<file path="src/rtl/wb_mem_arbiter.sv">
// wb_mem_arbiter: round-robin two-master Wishbone arbiter in front of one SRAM slave; optional ARB_TIMEOUT_EN force-terminates stuck grants
module wb_mem_arbiter #(
  parameter int AW          = 14,
  parameter int DW          = 32,
  parameter int TIMEOUT_CYC = 1024
) (
  input  logic            i_wb_clk,
  input  logic            i_wb_rst,
  input  logic [AW-1:0]   i_m0_adr,
  input  logic [DW-1:0]   i_m0_dat,
  input  logic [DW/8-1:0] i_m0_sel,
  input  logic            i_m0_we,
  input  logic            i_m0_stb,
  output logic [DW-1:0]   o_m0_rdt,
  output logic            o_m0_ack,
  input  logic [AW-1:0]   i_m1_adr,
  input  logic [DW-1:0]   i_m1_dat,
  input  logic [DW/8-1:0] i_m1_sel,
  input  logic            i_m1_we,
  input  logic            i_m1_stb,
  output logic [DW-1:0]   o_m1_rdt,
  output logic            o_m1_ack,
  output logic [AW-1:0]   o_s_adr,
  output logic [DW-1:0]   o_s_dat,
  output logic [DW/8-1:0] o_s_sel,
  output logic            o_s_we,
  output logic            o_s_cyc,
  input  logic [DW-1:0]   i_s_rdt,
  input  logic            i_s_ack,
  output logic            o_timeout
);
  typedef enum logic [1:0] {IDLE, GNT0, GNT1} state_t;
  state_t state, state_nxt;
  logic last, last_nxt;
  logic to_hit;
`ifdef ARB_TIMEOUT_EN
  localparam int CW = $clog2(TIMEOUT_CYC);
  logic [CW-1:0] cnt;
  logic to_flag;
  assign to_hit = state != IDLE && !i_s_ack && cnt == CW'(TIMEOUT_CYC - 1);
  assign o_timeout = to_flag;
  // Count grant cycles without ack, restarting in IDLE; latch a sticky flag on expiry
  always_ff @(posedge i_wb_clk or posedge i_wb_rst)
    if (i_wb_rst) begin
      cnt     <= '0;
      to_flag <= 1'b0;
    end else begin
      cnt     <= state == IDLE ? '0 : cnt + 1'b1;
      to_flag <= to_flag | to_hit;
    end
`else
  assign to_hit = 1'b0;
  assign o_timeout = 1'b0;
`endif
  assign o_m0_ack = state == GNT0 && (i_s_ack || to_hit);
  assign o_m1_ack = state == GNT1 && (i_s_ack || to_hit);
  assign o_m0_rdt = to_hit ? '1 : i_s_rdt;
  assign o_m1_rdt = to_hit ? '1 : i_s_rdt;
  assign o_s_cyc  = state != IDLE;
  assign o_s_adr  = state == GNT0 ? i_m0_adr : state == GNT1 ? i_m1_adr : '0;
  assign o_s_dat  = state == GNT0 ? i_m0_dat : state == GNT1 ? i_m1_dat : '0;
  assign o_s_sel  = state == GNT0 ? i_m0_sel : state == GNT1 ? i_m1_sel : '0;
  assign o_s_we   = state == GNT0 ? i_m0_we : state == GNT1 && i_m1_we;
  // Grant state and last-served master; last starts at M1 so M0 wins the first tie
  always_ff @(posedge i_wb_clk or posedge i_wb_rst)
    if (i_wb_rst) begin
      state <= IDLE;
      last  <= 1'b1;
    end else begin
      state <= state_nxt;
      last  <= last_nxt;
    end
  // Arbitrate in IDLE; leave a grant on ack/timeout (recording the winner) or on abort
  always_comb begin
    state_nxt = state;
    last_nxt  = last;
    if (state == IDLE)
      state_nxt = i_m0_stb && (!i_m1_stb || last) ? GNT0 : i_m1_stb ? GNT1 : IDLE;
    else if (o_m0_ack || o_m1_ack) begin
      state_nxt = IDLE;
      last_nxt  = o_m1_ack;
    end else if (state == GNT0 ? !i_m0_stb : !i_m1_stb)
      state_nxt = IDLE;
  end
endmodule

</file>
<file path="config.mk">
export PLATFORM = sky130hd
export DESIGN_NAME = wb_mem_arbiter
export DESIGN_NICKNAME = d
export VERILOG_FILES = /design/src/rtl/wb_mem_arbiter.sv
export SDC_FILE = /design/constraint.sdc
export NUM_CORES = 1
export LEC_CHECK = 0
export CAP_MARGIN = 30
export CORE_AREA = 3 3 99 101
export DETAILED_ROUTE_END_ITERATION = 8
export DIE_AREA = 0 0 102 104
export PLACE_DENSITY_LB_ADDON = 0.08
export SETUP_SLACK_MARGIN = 0.15
export SLEW_MARGIN = 0
export SYNTH_ARGS = -nofsm -noshare
export SYNTH_HDL_FRONTEND = slang
export SYNTH_SLANG_ARGS = --single-unit
</file>
<file path="constraint.sdc">
create_clock -name i_wb_clk -period 4 [get_ports i_wb_clk]
set_clock_uncertainty 0.15 [all_clocks]
set_input_delay 0.6 -clock i_wb_clk [delete_from_list [all_inputs] [get_ports i_wb_clk]]
set_output_delay 0.6 -clock i_wb_clk [all_outputs]
set_load 0.005 [all_outputs]
</file>
* Yosys cells after proc, flatten, opt, wreduce, memory -nomap -nowiden
Index checks and enable logic that the tools add are counted.
Storage, ports and cells: input port bits 139, bits in registers 3
Operators by class: bitwise operators 1, multiplexer cells 13, equality and inequality tests 2, reductions and logical operators 12
Operators with widths (number):
- two-way mux 32 bit | 2
- two-way mux 14 bit | 2
- two-way mux 2 bit | 5
- two-way mux 4 bit | 2
- logical AND 1 bit | 4
- nonzero test 3 bit | 1
- == test 2 x 1 -> 1 bit, second input constant | 1
- == test 2 bit, second input constant | 1
- zero test 1 bit | 2
- zero test 2 bit | 1
- logical OR 1 bit | 2
- two-way mux 1 bit | 2
- AND reduction 2 bit | 1
- nonzero test 2 bit | 1
- inverter 1 bit | 1

* Longest topological paths before layout
Gate-level depths: netlist of the first run.
word-level depth 5, gate-level depth with buffers 5

* Worst setup path after synthesis of the first run
Ideal clock, no wire load.
kind reg-to-output, from reg state[0], to out o_s_adr[0], path buffers 2, data required time 3.250 ns, setup slack 2.222 ns, data arrival time 1.028 ns, cell stages (with the launch flop) 5, cells stage by stage dfrtp_1 nor2b_4 buf_6 buf_8 a22o_1
Between the ends: cells in the longest elaborated chain, start to end 3, elaborated cells on any way between the ends 4
Ends and longest elaborated chain:
- start: declaration | RTL line 33 | state_t state, state_nxt;
- start signal: assignment | RTL line 70 | state <= state_nxt;
- == test 2 bit | RTL line 60 | assign o_s_adr = state == GNT0 ? i_m0_adr : state == GNT1 ? i_m1_adr : '0;
- two-way mux 14 bit | RTL line 60
- two-way mux 14 bit * | RTL line 60
- end: declaration | RTL line 23 | output logic [AW-1:0] o_s_adr,
Every way passes the cells marked *; elsewhere a longest branch is shown, timed or not.

* Worst setup path after layout of the first run
from reg state[1], to out o_s_adr[10]
Same word-level chain as after synthesis.

==> results of run 1 <==
-- where the power goes --
group          switching (mW)  internal [mW]  total, mW
sequential             0.0213         0.0443     0.0657
clock                  0.0191         0.0679     0.0870
combinational           0.311          0.567      0.877
total                   0.351          0.679       1.03
-- metal layers --
metal / part of all wire, % / track usage (%)
met1: 32 / 8.683
met5: 0 / 0
met4: 0.90 / 2.624
met2: 56 / 20.19
met3: 11 / 3.488
-- worst reg2reg max path, stage by stage (launching register included) --
cell     delay [ns]
dfrtp_1        0.48
or2_1          0.29
a21oi_1        0.12
a22o_1         0.15
-- worst max path at each step --
stage,startpoint,to,cells after the start
global placement,state[1],o_s_dat[14],5
finish,state[1],o_s_adr[10],5
global route,state[1],o_s_dat[16],5
detailed placement,state[1],o_s_dat[14],5
CTS,state[1],o_s_dat[14],5
floorplan,state[0],o_s_adr[0],4
-- sequential cells by signal, indices dropped and copies added (netlist names) --
signal	flops
last	1
state	2
-- layout make-up --
cell class	count	area (sq um)	share of cell area, %
clock buffers	4	45.04	1.842
inverters	3	11.26	0.4606
repair buffers	162	1617	66.12
multi-input cells	69	556.8	22.77
well taps	111	138.9	5.681
flip-flops and latches	3	76.32	3.122
-- through the flow --
| stage | setup slack [ns] | utilization, % |
|---|---|---|
| floorplan | 2.222 | - |
| global placement | 1.277 | 26.35 |
| detailed placement | 1.315 | 26.35 |
| CTS | 1.080 | 26.84 |
| global route | 0.9717 | 26.84 |
| finish | 1.110 | 26.84 |
-- layout by cell type, fill, tap and decap left out --
| master | count |
|---|---|
| clkdlybuf4s50_1 | 160 |
| a22o_1 | 52 |
| a21oi_1 | 4 |
| clkbuf_8 | 3 |
| nand2b_1 | 2 |
| inv_1 | 2 |
| nand2_1 | 2 |
| nor2_1 | 2 |
| buf_4 | 2 |
| dfrtp_1 | 2 |
| a211oi_1 | 1 |
| nor2b_1 | 1 |
| or2_1 | 1 |
| o21ai_0 | 1 |
| nor2b_4 | 1 |
| inv_2 | 1 |
| nor2_4 | 1 |
| conb_1 | 1 |
| clkbuf_1 | 1 |
| dfstp_2 | 1 |
-- cell families (layout without fill, tap and decap cells) --
logic type             Yosys count  in the layout  share of synthesized area (%)
AO/OA/AOI/OAI                   58             58                          39.04
buffers and inverters           80            169                          49.75
flip-flops                       3              3                          6.107
other                            1              1                         0.3000
AND/OR/NAND/NOR                 10             10                          4.806
==> reports/results.tsv, run 1 <==
metric	value	unit
slowest stage cell, crit path	dfrtp_1	
placed instance area	2400	sq um
Mapped Cells	152	
critical path type	register to output pin	
clock-pin transition on the worst setup and hold timing paths	0.03	ns
post-route ant nets	0	
postcts setup bufs	0	
Critical Path AT	2.14	ns
# diodes	0	
clk_lat worst skew	0.21	ns
num ports	258	
H-tree Lvls	1	
synth unique cells	20	
layout cells sized above 1	3.734	%
Post-CTS Resized	0	
first-pass GRT wire length	8079	microns
Post-Layout Inst Area	2445	sq um
GPL Wtd Cong	0.7339	
syn_nets	291	
Tmin final	2.891	ns
critical path, cell by cell	inv_2, nor2_4, buf_4, a22o_1, clkdlybuf4s50_1	
Initial Utilization	13.72	%
Tcrit/Tclk final	72.26	%
Yosys Warn Count	0	
ys flop type	dfrtp_1	
EDFF count, synth	0	
Critical Path Sink Type	output pin	
RSZ-0062 raised after global routing	false	
die height	104	microns
setup tns final	0	ns
Max Clk Rate	346.0	MHz
Non-Filler Instances	352	
min-delay src	last	
die area	10610	sq um
Tot GR Track Use	9.888	%
Core ar.	9109	sq um
Reg2Reg Depth	3	
root buffer cell	clkbuf_8	
async set or reset register ratio after synthesis	100.0	%
Final setup viols	0	
Power per Cell Area	421.3	nW/um^2
number of synthesized register bits	3	
worst-case clock buffer depth	2	
slew margin rel.	63.33	%
vias	1350	
post-DR wirelength/cell	16.74	microns
hold slack	0.3555	ns
drt pass-1 iters	3	
largest net degree at the start of global routing	52	
worst reg2reg setup slack	2.74	ns
P_leak	0.9205	nW
Post-CTS Hold Fix Bufs	0	
drt total wl	5891	microns
Final Hold Viols	0	
cell taking the most area after synthesis	buf_4	
# fillers	992	
worst endpoint required time	3.25	ns
row count	35	
initial antenna violation count	0	
worst vdd ir	0.3044	mV
Slew @ Worst Pin	0.5501	ns
vias in the first global route	1345	
reg2reg end	state[0]	
cts bufs inserted	3	
Startpoint Class	register	
post-synthesis sequential area ratio	6.106	%
grt total ovfl	0	
Synth top area share	39.04	%
Residual DRC	0	
slowest stage delay, CP	0.52	ns
worst hold endpoint	last	
crit-path max FO	51	
hold path depth	2	
Post-synth top cells	65 x buf_4, 52 x a22o_1, 5 x buf_2, 5 x buf_8, 4 x a21oi_1	
Die X	102	microns
Avg Vias per Cell	3.835	
Syn Std Cell Area	1250	sq um
Iteration-0 DRC Markers	61	
Post-layout nets	381	
Area growth syn-to-layout	95.60	%
MaxCap Viol Count	0	
outcome	completed	
placed cells	348	
CTS Sinks	3	
Pins Over Slew Limit	0	
Worst Path Buf+Inv	3	
most common cell in the netlist	buf_4	
TritonCTS clock tree	done	
total power	1.030	mW
input/output buffers	160	
r2r startpoint	state[1]	
min-delay worst type	register to register	
top post-synthesis cells by area	buf_4 39%, a22o_1 36%, buf_8 6.0%	
syn_area_per_cell	8.223	sq um
delay-heaviest family, CP	buffers and inverters	
Note: power is estimated with default switching activity, not from simulation.
==> run 2: changes to the inputs <==
clock period = 2.8 ns   (was 4 ns; I/O delays follow)
==> reports/results.tsv, run 2 (same netlist as run 1, synthesis figures left out) <==
metric	value	unit	change
grt total ovfl	0		unchanged
TritonCTS clock tree	done		unchanged
Post-CTS Hold Fix Bufs	0		unchanged
Final Hold Viols	0		unchanged
row count	35		unchanged
H-tree Lvls	1		unchanged
# diodes	0		unchanged
critical path type	register to output pin		unchanged
Critical Path AT	1.90	ns	was 2.14 ns
postcts setup bufs	0		unchanged
root buffer cell	clkbuf_8		unchanged
GPL Wtd Cong	0.7135		was 0.7339
cts bufs inserted	3		unchanged
Tot GR Track Use	9.917	%	was 9.888%
Sw Pwr	0.5220	mW	was 0.3510 mW
Avg Vias per Cell	3.912		was 3.835
outcome	completed		unchanged
Pint	1.007	mW	was 0.6791 mW
Core ar.	9109	sq um	unchanged
Pins Over Slew Limit	0		unchanged
layout cells sized above 1	4.132	%	was 3.734%
Startpoint Class	register		unchanged
Reg2Reg Depth	3		unchanged
initial antenna violation count	0		unchanged
Die X	102	microns	unchanged
input/output buffers	160		unchanged
drt total wl	6061	microns	was 5891 microns
vias in the first global route	1358		was 1345
Post-CTS Resized	0		unchanged
P_leak	0.9325	nW	was 0.9205 nW
num ports	258		unchanged
Residual DRC	0		unchanged
min-delay worst type	input pin to async pin		was register to register
worst-case clock buffer depth	2		unchanged
die area	10610	sq um	unchanged
MaxCap Viol Count	0		unchanged
clock group share of total power	8.0	%	was 8.4%
Tmin final	2.467	ns	
Post-layout nets	382		was 381
post-DR wirelength/cell	17.17	microns	was 16.74 microns
most frequent cells in the layout	160 x clkdlybuf4s50_1, 52 x a22o_1, 4 x a21oi_1, 3 x clkbuf_8		unchanged
vias	1381		was 1350
die height	104	microns	unchanged
Most flops, register	state		unchanged
Max Clk Rate	405.3	MHz	
CTS Sinks	3		unchanged
Critical Path Sink Type	output pin		unchanged
Util after Layout	27.20	%	was 26.84%
crit-path max FO	51		unchanged
worst reg2reg setup slack	1.55	ns	was 2.74 ns
drt pass-1 iters	4		was 3
max reg flops	2		unchanged
post-route ant nets	0		unchanged
Tcrit/Tclk final	88.12	%	
Largest regs	state x2, last x1		unchanged
Initial Utilization	13.72	%	unchanged
# fillers	972		was 992
Detailed Place HPWL	5044	microns	
largest net degree at the start of global routing	52		unchanged
clock-pin transition on the worst setup and hold timing paths	0.03	ns	about the same
commonest non-fill, non-tap cell in the layout	clkdlybuf4s50_1		unchanged
power share of the sequential group	6.2	%	was 6.4%
Area growth syn-to-layout	98.20	%	was 95.60%
Power per Cell Area	617.2	nW/um^2	was 421.3 nW/um^2
RSZ-0062 raised after global routing	false		unchanged
worst vdd ir	0.3392	mV	was 0.3044 mV
clk_lat worst skew	0.21	ns	about the same
sw frac	34.14	%	was 34.08%
worst endpoint required time	2.23	ns	was 3.25 ns
Gate power share	85.7	%	was 85.2%
first-pass GRT wire length	8086	microns	was 8079 microns
setup tns final	0	ns	unchanged
Final setup viols	0		unchanged
Iteration-0 DRC Markers	51		was 61
[run 2: final cells by class]
class / count / area [sq um] / area share, %
inverters: 3 / 11.26 / 0.4545
well taps: 111 / 138.9 / 5.606
multi-input cells: 69 / 556.8 / 22.47
flip-flops and latches: 3 / 76.32 / 3.081
repair buffers: 163 / 1649 / 66.57
clock buffers: 4 / 45.04 / 1.818
[run 2: per-stage QoR]
stage / power (mW) / std cells / area (sq um) / worst slack (ns) / hold WS (ns)
after floorplan: 0.7489 / 152 / 1250 / 1.202 / 0.02292
after global placement: 1.455 / 349 / 2432 / 0.5105 / 0.3762
after detailed placement: 1.426 / 349 / 2432 / 0.4955 / 0.3706
after CTS: 1.555 / 353 / 2477 / 0.3128 / 0.2249
after global routing: 1.632 / 353 / 2477 / 0.2296 / 0.2459
final: 1.529 / 353 / 2477 / 0.3326 / 0.2243
[run 2: worst paths after layout]
path / to / startpoint
max in group asynchronous: last / i_wb_rst
hold / removal: state[0] / i_wb_rst
setup reg to reg: state[0] / state[1]
hold reg to reg: last / last
min in group i_wb_clk: last / last
setup / recovery: o_s_dat[14] / state[0]
[run 2: critical path: stages (launching register included)]
cell,delay (ns)
dfrtp_1,0.48
nor2b_4,0.22
buf_12,0.24
a22o_1,0.20
clkdlybuf4s50_1,0.50
[run 2: metal layers]
layer,global-route usage [%],vias to the layer above,part of all wire [%]
li1,-,665,-
met1,8.973,600,33
met2,20.24,95,55
met3,2.683,21,10
met4,3.187,0,2.0
met5,0,-,0
[run 2: power groups by stage]
| stage | logic, mW | registers [mW] | clock network [mW] |
|---|---|---|---|
| finish | 1.31 | 0.0954 | 0.123 |
| global route | 1.40 | 0.0989 | 0.134 |
| CTS | 1.33 | 0.0952 | 0.127 |
| detailed placement | 1.33 | 0.0954 | 0 |
| global placement | 1.36 | 0.0966 | 0 |
| floorplan | 0.672 | 0.0764 | 0 |
==> run 3: changes to the inputs <==
MAX_ROUTING_LAYER = met4   (was unset)
==> reports/results.tsv, run 3 (same netlist as run 1, synthesis figures left out) <==
metric	value	unit	change
drt pass-1 iters	4		unchanged
max reg flops	2		unchanged
grt total ovfl	0		unchanged
Largest regs	state x2, last x1		unchanged
postcts setup bufs	0		unchanged
worst reg2reg setup slack	1.55	ns	about the same
root buffer cell	clkbuf_8		unchanged
setup tns final	0	ns	unchanged
P_leak	0.9325	nW	unchanged
first-pass GRT wire length	8093	microns	was 8086 microns
commonest non-fill, non-tap cell in the layout	clkdlybuf4s50_1		unchanged
Final setup viols	0		unchanged
# diodes	0		unchanged
Critical Path Sink Type	output pin		unchanged
Post-layout nets	382		unchanged
crit-path max FO	51		unchanged
outcome	completed		unchanged
clock-pin transition on the worst setup and hold timing paths	0.03	ns	about the same
vias	1378		was 1381
Detailed Place HPWL	5044	microns	unchanged
clk_lat worst skew	0.21	ns	about the same
Avg Vias per Cell	3.904		was 3.912
Post-CTS Resized	0		unchanged
H-tree Lvls	1		unchanged
vias in the first global route	1361		was 1358
MaxCap Viol Count	0		unchanged
layout cells sized above 1	4.132	%	unchanged
most frequent cells in the layout	160 x clkdlybuf4s50_1, 52 x a22o_1, 4 x a21oi_1, 3 x clkbuf_8		unchanged
post-DR wirelength/cell	17.14	microns	was 17.17 microns
Residual DRC	0		unchanged
Pins Over Slew Limit	0		unchanged
Initial Utilization	13.72	%	unchanged
worst-case clock buffer depth	2		unchanged
post-route ant nets	0		unchanged
Area growth syn-to-layout	98.20	%	unchanged
Startpoint Class	register		unchanged
CTS Sinks	3		unchanged
critical path type	register to output pin		unchanged
placed cells	349		unchanged
Non-Filler Instances	353		unchanged
Final Worst Setup Slack	0.3300	ns	was 0.3326 ns
RSZ-0062 raised after global routing	false		unchanged
min-delay worst type	input pin to async pin		unchanged
num ports	258		unchanged
Die X	102	microns	unchanged
initial antenna violation count	0		unchanged
DP Worst Slack	0.4955	ns	unchanged
TritonCTS clock tree	done		unchanged
worst endpoint required time	2.23	ns	about the same
Final Hold Viols	0		unchanged
Most flops, register	state		unchanged
drt total wl	6049	microns	was 6061 microns
row count	35		unchanged
die area	10610	sq um	unchanged
Core ar.	9109	sq um	unchanged
die height	104	microns	unchanged
GPL Wtd Cong	0.7218		was 0.7135
Critical Path AT	1.90	ns	about the same
Tot GR Track Use	10.19	%	was 9.917%
Power per Cell Area	617.1	nW/um^2	was 617.2 nW/um^2
worst vdd ir	0.3393	mV	was 0.3392 mV
Max Clk Rate	404.9	MHz	was 405.3 MHz
Iteration-0 DRC Markers	48		was 51
Tcrit/Tclk final	88.21	%	was 88.12%
largest net degree at the start of global routing	52		unchanged
Post-CTS Hold Fix Bufs	0		unchanged
input/output buffers	160		unchanged
cts bufs inserted	3		unchanged
Tmin final	2.470	ns	was 2.467 ns
## run 3: path summary, 6_finish.rpt
| kind | startpoint | end | cells past startpoint |
|---|---|---|---|
| setup / recovery | state[0] | o_s_dat[13] | 4 |
| hold / removal | i_wb_rst | state[0] | 2 |
| setup reg to reg | state[1] | state[0] | 3 |
| hold reg to reg | last | last | 2 |
| max in group asynchronous | i_wb_rst | last | 2 |
| min in group i_wb_clk | last | last | 2 |
## run 3: per-layer routing
layer  vias to the layer above  wire length [microns]  GRT usage (%)
met1                       597                   2000          9.135
met2                        95                   3311          20.15
met5                         -                      0              -
met3                        21                    621          2.549
met4                         0                    116          3.187
li1                        665                      -              -
## run 3: metrics by stage
step | area [sq um] | util [%] | hold slack, ns | power (mW)
after CTS | 2477 | 27.20 | 0.2249 | 1.555
after global placement | 2432 | 26.70 | 0.3762 | 1.455
after floorplan | 1250 | - | 0.02292 | 0.7489
final | 2477 | 27.20 | 0.2243 | 1.529
after detailed placement | 2432 | 26.70 | 0.3706 | 1.426
after global routing | 2477 | 27.20 | 0.2459 | 1.633
## run 3: layout make-up
cell class | instances | area, sq um
well taps | 111 | 138.9
clock buffers | 4 | 45.04
fillers | 972 | 6631
multi-input cells | 69 | 556.8
inverters | 3 | 11.26
repair buffers | 163 | 1649
flip-flops and latches | 3 | 76.32
## run 3: power by group
group / internal, mW / leakage (nW) / switching (mW)
Sequential: 0.0634 / 0.0361 / 0.0316
Clock: 0.0968 / 0.0228 / 0.0260
Combinational: 0.847 / 0.874 / 0.464
## run 3: critical path: stages, from the launching register on
cell	delay [ns]
dfrtp_1	0.48
nor2b_4	0.22
buf_12	0.24
a22o_1	0.18
clkdlybuf4s50_1	0.53
